`src/rtl/text_field_ctrl.sv`:
```
// Single-line text field renderer: line buffer, clear sweep, blink timer and a
// three-stage pixel pipeline that time-shares an external character ROM.
module text_field_ctrl #(
    parameter int X0           = 0,
    parameter int Y0           = 0,
    parameter int N_CHARS      = 16,
    parameter int SCALE_SHIFT  = 1,
    parameter int BLINK_FRAMES = 30
) (
    input  logic                       clk,
    input  logic                       rst,
    input  logic [9:0]                 px_x,
    input  logic [9:0]                 px_y,
    input  logic                       px_de,
    input  logic                       frame_tick,
    input  logic                       blink_en,
    input  logic                       wr_en,
    input  logic [$clog2(N_CHARS)-1:0] wr_idx,
    input  logic [7:0]                 wr_char,
    output logic                       wr_ready,
    input  logic                       clr_start,
    output logic                       busy,
    output logic [7:0]                 rom_ascii,
    output logic [3:0]                 rom_row,
    input  logic [7:0]                 rom_pixels,
    output logic                       pixel_on,
    output logic                       pixel_valid
);

    localparam int IDX_W = $clog2(N_CHARS);
    localparam int FIELD_W = (N_CHARS * 8) << SCALE_SHIFT;
    localparam int FIELD_H = 8 << SCALE_SHIFT;
    localparam int X1 = X0 + FIELD_W;
    localparam int Y1 = Y0 + FIELD_H;
    localparam logic [9:0] X0_10 = X0[9:0];
    localparam logic [9:0] Y0_10 = Y0[9:0];
    localparam logic [7:0] SPACE = 8'h20;
    localparam logic [7:0] BLINK_LAST = 8'(BLINK_FRAMES - 1);
    localparam logic [IDX_W-1:0] LAST_SLOT = IDX_W'(N_CHARS - 1);

    typedef enum logic {
        S_IDLE,
        S_CLEAR
    } state_t;

    state_t             state_reg;
    logic [IDX_W-1:0]   cnt_reg;
    logic               busy_reg;
    logic [7:0]         buf_reg [N_CHARS];
    logic [N_CHARS-1:0] slot_we;
    logic [7:0]         slot_wdata;
    logic               clr_we;
    logic               wr_fire;

    logic [7:0] bcnt_reg;
    logic       phase_reg;
    logic       visible;

    logic [31:0]      px_x_w;
    logic [31:0]      px_y_w;
    logic             hit;
    logic [9:0]       dx;
    logic [9:0]       dy;
    logic [IDX_W-1:0] char_idx;
    logic [2:0]       bit_col;
    logic [2:0]       glyph_row;

    logic [7:0] rom_ascii_reg;
    logic [3:0] rom_row_reg;
    logic       hit1_reg;
    logic [2:0] col1_reg;
    logic       de1_reg;
    logic       hit2_reg;
    logic [2:0] col2_reg;
    logic       de2_reg;
    logic       pixel_on_reg;
    logic       pixel_valid_reg;

    assign wr_ready = !busy_reg && !clr_start;
    assign busy     = busy_reg;
    assign wr_fire  = wr_en && wr_ready;
    assign clr_we   = (state_reg == S_CLEAR);

    // Sweep writes and host writes never overlap: wr_ready is low throughout the sweep.
    assign slot_wdata = clr_we ? SPACE : wr_char;

    genvar gi;
    generate
        for (gi = 0; gi < N_CHARS; gi++) begin : g_slot_we
            assign slot_we[gi] = (clr_we  && (cnt_reg == IDX_W'(gi))) ||
                                 (wr_fire && (wr_idx  == IDX_W'(gi)));
        end
    endgenerate

    always_ff @(posedge clk or posedge rst) begin
        if (rst) begin
            for (int i = 0; i < N_CHARS; i++) begin
                buf_reg[i] <= SPACE;
            end
        end else begin
            for (int i = 0; i < N_CHARS; i++) begin
                if (slot_we[i]) begin
                    buf_reg[i] <= slot_wdata;
                end
            end
        end
    end

    always_ff @(posedge clk or posedge rst) begin
        if (rst) begin
            state_reg <= S_IDLE;
            cnt_reg   <= '0;
            busy_reg  <= 1'b0;
        end else begin
            case (state_reg)
                S_IDLE: begin
                    if (clr_start) begin
                        state_reg <= S_CLEAR;
                        cnt_reg   <= '0;
                        busy_reg  <= 1'b1;
                    end
                end
                S_CLEAR: begin
                    cnt_reg <= cnt_reg + 1'b1;
                    if (cnt_reg == LAST_SLOT) begin
                        state_reg <= S_IDLE;
                        busy_reg  <= 1'b0;
                    end
                end
                default: begin
                    state_reg <= S_IDLE;
                    busy_reg  <= 1'b0;
                end
            endcase
        end
    end

    // Blink timer is held cleared whenever blinking is disabled, even on a tick.
    always_ff @(posedge clk or posedge rst) begin
        if (rst) begin
            bcnt_reg  <= 8'd0;
            phase_reg <= 1'b0;
        end else if (!blink_en) begin
            bcnt_reg  <= 8'd0;
            phase_reg <= 1'b0;
        end else if (frame_tick) begin
            if (bcnt_reg == BLINK_LAST) begin
                bcnt_reg  <= 8'd0;
                phase_reg <= !phase_reg;
            end else begin
                bcnt_reg <= bcnt_reg + 8'd1;
            end
        end
    end

    assign visible = !blink_en || !phase_reg;

    // Bounds are compared at full width so a field near the screen edge cannot wrap.
    assign px_x_w = {22'd0, px_x};
    assign px_y_w = {22'd0, px_y};
    assign hit = px_de &&
                 (px_x_w >= 32'(X0)) && (px_x_w < 32'(X1)) &&
                 (px_y_w >= 32'(Y0)) && (px_y_w < 32'(Y1));

    assign dx        = hit ? (px_x - X0_10) : 10'd0;
    assign dy        = hit ? (px_y - Y0_10) : 10'd0;
    assign char_idx  = IDX_W'(dx >> (SCALE_SHIFT + 3));
    assign bit_col   = 3'(dx >> SCALE_SHIFT);
    assign glyph_row = 3'(dy >> SCALE_SHIFT);

    always_ff @(posedge clk or posedge rst) begin
        if (rst) begin
            rom_ascii_reg   <= SPACE;
            rom_row_reg     <= 4'd0;
            hit1_reg        <= 1'b0;
            col1_reg        <= 3'd0;
            de1_reg         <= 1'b0;
            hit2_reg        <= 1'b0;
            col2_reg        <= 3'd0;
            de2_reg         <= 1'b0;
            pixel_on_reg    <= 1'b0;
            pixel_valid_reg <= 1'b0;
        end else begin
            rom_ascii_reg   <= hit ? buf_reg[char_idx] : SPACE;
            rom_row_reg     <= hit ? {1'b0, glyph_row} : 4'd0;
            hit1_reg        <= hit && visible;
            col1_reg        <= bit_col;
            de1_reg         <= px_de;
            // ROM read happens during this stage; flags ride alongside.
            hit2_reg        <= hit1_reg;
            col2_reg        <= col1_reg;
            de2_reg         <= de1_reg;
            pixel_on_reg    <= hit2_reg && rom_pixels[3'd7 - col2_reg];
            pixel_valid_reg <= de2_reg;
        end
    end

    assign rom_ascii   = rom_ascii_reg;
    assign rom_row     = rom_row_reg;
    assign pixel_on    = pixel_on_reg;
    assign pixel_valid = pixel_valid_reg;

endmodule

```
`config.mk`:
```
export PLATFORM = sky130hd
export DESIGN_NAME = text_field_ctrl
export DESIGN_NICKNAME = d
export VERILOG_FILES = /design/src/rtl/text_field_ctrl.sv
export SDC_FILE = /design/constraint.sdc
export NUM_CORES = 1
export LEC_CHECK = 0
export ABC_AREA = 0
export BUFFER_PORTS_ARGS = -buffer_cell sky130_fd_sc_hd__buf_2
export CORE_MARGIN = 8
export CORE_UTILIZATION = 40
export DETAILED_ROUTE_END_ITERATION = 16
export SKIP_CTS_REPAIR_TIMING = 1
export SLEW_MARGIN = 30
export SYNTH_ARGS = -nofsm -noshare
export SYNTH_HDL_FRONTEND = slang
export SYNTH_SLANG_ARGS = --single-unit
```
`constraint.sdc`:
```
create_clock -name clk -period 8.53 [get_ports clk]
set_clock_uncertainty 0.2 [all_clocks]
set_input_delay 1.2795 -clock clk [delete_from_list [all_inputs] [get_ports clk]]
set_output_delay 1.2795 -clock clk [all_outputs]
set_load 0.01 [all_outputs]
```
==> qor.csv <==
metric,value,unit
Final Instance Count excl. Fillers,975,
Reg2Reg Setup Slack,5.76,ns
Core Region,0.0192,mm^2
Area Growth Syn to Fin,14.7,%
Max Buffers Root-to-Sink,2,
GPL Wtd Cong,0.782,
pin count of the biggest net entering global routing,98,
starting density of the core,0.403,
Synth Register Bits,166,
net switching power,854,uW
Synth Area per Inst,11.9,um^2
final net count,750,
clock sink count,166,
# IOs,63,
Fmax achieved,304,MHz
total power,2.69,mW
Die Width,155,um
IO buf count,59,
Gate power share,0.256,
worst slack at placement,4.82,ns
Sw Share,0.317,
drt wl/cell,20.0,um
clk slew on worst S/H paths,0.06,ns
crit-path max FO,51,
initial antenna violation count,0,
Seq pwr share,0.458,
unrepaired setup endpoints after global routing,false,
number of global-route vias before repair,5563,
Yosys Warn Count,0,
vias post-DR,5351,
Hold Path Class,reg2reg,
root buffer cell,clkbuf_16,
fraction of layout cells with a size suffix above 1,0.313,
die footprint,0.0240,mm^2
top_reg_cell synth,dfrtp_1,
outcome,"finished, final reports clean",
Mapped Cells,650,
relative slew slack,0.413,
vias per cell,5.49,
internal power,1.84,mW
Post-synth EDFFs,0,
router iterations before antenna repair,5,
# setup viols final,0,
Pleak,3.87,nW
first-pass GRT wire length,31400,um
Tmin final,3.29,ns
H-tree depth,4,
setup TNS,0,ns
clock buffer count from CTS,17,
CP endpoint kind,register,
Clock Latency Late Sink,0.43,ns
pwr/cell area,304,mW/mm^2
PnR worst setup slack,5.24,ns
antenna diode count,0,
post-DP HPWL,13100,um
startpoint types,input port,
synthesized cell area,0.00773,mm^2
"Net Count, Synth",703,
global-route usage over all layers,0.169,
Peak supply drop,0.134,mV
fin util,0.462,
max-cap violations,0,
Post-synth ARST share,1.00,
Netlist cell types,66,
final max-slew violation count,0,
# DRC,0,
Crit path required time,8.60,ns
Final Hold Fails,0,
max reg flops,128,
total grt overflow,0,
clock network fraction of total power,0.286,
WL final,19500,um
CTS tree,done,
fin crit share,0.386,
row count,51,
WP data arrival,3.36,ns
Worst Tran Pin Value,0.880,ns
ANT nets after route,0,
kind of critical path,in2reg,
Placed Cells,942,
sequential area share after synthesis,0.540,
DR iter-0 viols,397,
Die H,155,um
[cell usage in the layout (no fill, tap or decap), types with 4 or more instances in the layout]
| cell | instances |
|---|---|
| a31oi_1 | 7 |
| o22ai_2 | 4 |
| nor2b_1 | 14 |
| nand2b_1 | 13 |
| clkbuf_16 | 17 |
| a21oi_1 | 16 |
| buf_2 | 59 |
| o22a_1 | 6 |
| or2_2 | 4 |
| ha_1 | 6 |
| dfrtp_1 | 149 |
| inv_1 | 9 |
| nand3_1 | 10 |
| o31ai_1 | 5 |
| mux2i_1 | 17 |
| nand2_1 | 90 |
| o221ai_1 | 4 |
| o21ai_0 | 71 |
| dfstp_2 | 17 |
| a221oi_1 | 4 |
| mux2_2 | 72 |
| mux4_2 | 17 |
| nor2_1 | 13 |
| and2_1 | 7 |
[synthesized netlist by cell type, drive strengths merged (2+ instances only)]
cell	instances	area (um^2)
a211oi	3	22.5
a21oi	16	80.1
a221oi	4	35.0
a22oi	2	15.0
a31oi	7	43.8
and2	7	43.8
and3	2	13.8
buf	17	90.1
clkbuf	18	67.6
dfrtp	149	3730
dfstp	17	447
ha	6	75.1
inv	10	37.5
mux2	73	826
mux2i	17	170
mux4	17	383
nand2	90	338
nand2b	13	81.3
nand3	10	50.1
nand4	4	40.0
nand4b	2	17.5
nor2	14	60.1
nor2b	14	87.6
nor3	3	15.0
nor3b	2	20.0
o211ai	2	15.0
o21ai	72	364
o221ai	4	35.0
o22a	6	52.6
o22ai	9	109
o31a	3	26.3
o31ai	5	37.5
o32a	2	20.0
o32ai	5	70.1
or2	4	25.0
xnor2	2	17.5
xor2	2	17.5
[final cells by class]
| type | instances | area, um^2 |
|---|---|---|
| Tap cell | 265 | 332 |
| Timing Repair Buffer | 63 | 349 |
| Clock buffer | 21 | 470 |
| Inverter | 11 | 46.3 |
| Fill cell | 1742 | 10300 |
| Sequential cell | 166 | 4180 |
| Multi-Input combinational cell | 438 | 3370 |
| Clock inverter | 11 | 124 |
[power groups by stage]
stage / sequential [mW] / clock, mW / combinational (mW)
floorplan: 1.17 / 0 / 0.551
global placement: 1.21 / 0 / 0.651
detailed placement: 1.24 / 0 / 0.686
CTS: 1.23 / 0.785 / 0.690
global route: 1.27 / 0.819 / 0.764
finish: 1.23 / 0.770 / 0.690
[logic make-up (layout without fill, tap and decap cells)]
family,count (synthesis),after routing,synth area share
xor+xnor,4,4,0.00453
simple gates,171,171,0.111
buf+inv,46,106,0.0257
flops,166,166,0.540
fa+ha+maj,6,6,0.00971
compound gates,149,149,0.131
other cells,1,1,0.000485
mux,107,107,0.178
[critical path: stages]
cell	delay [ns]
buf_2	0.08
buf_4	0.61
nand4_1	0.44
a221o_1	0.40
a211oi_1	0.41
a311oi_1	0.11
[per-stage QoR]
step | area (um^2) | hold WS (ns)
2_1_floorplan | 7730 | 0.131
5_1_grt | 8870 | 0.155
3_3_place_gp | 8230 | 0.136
6_report | 8870 | 0.149
4_1_cts | 8820 | 0.151
3_5_place_dp | 8230 | 0.136
[per-layer routing]
metal	GRT usage	part of all wire	wire length [um]	vias up
met5	0	0	0	-
met4	0.0495	0.016	316	0
met3	0.0374	0.053	1040	30
met2	0.271	0.49	9510	136
met1	0.225	0.44	8660	2738
li1	-	-	-	2447
[worst paths after layout]
kind / startpoint / to / cells after the start
max: px_x[4] / rom_ascii[0] / 6
min: col1_reg[1] / col2_reg[1] / 0
max reg2reg: clr_we / buf_reg[92] / 3
min reg2reg: col1_reg[1] / col2_reg[1] / 0
max in group asynchronous: rst / buf_reg[57] / 4
min in group asynchronous: rst / buf_reg[70] / 2
Power figures use the tool's default switching activity.
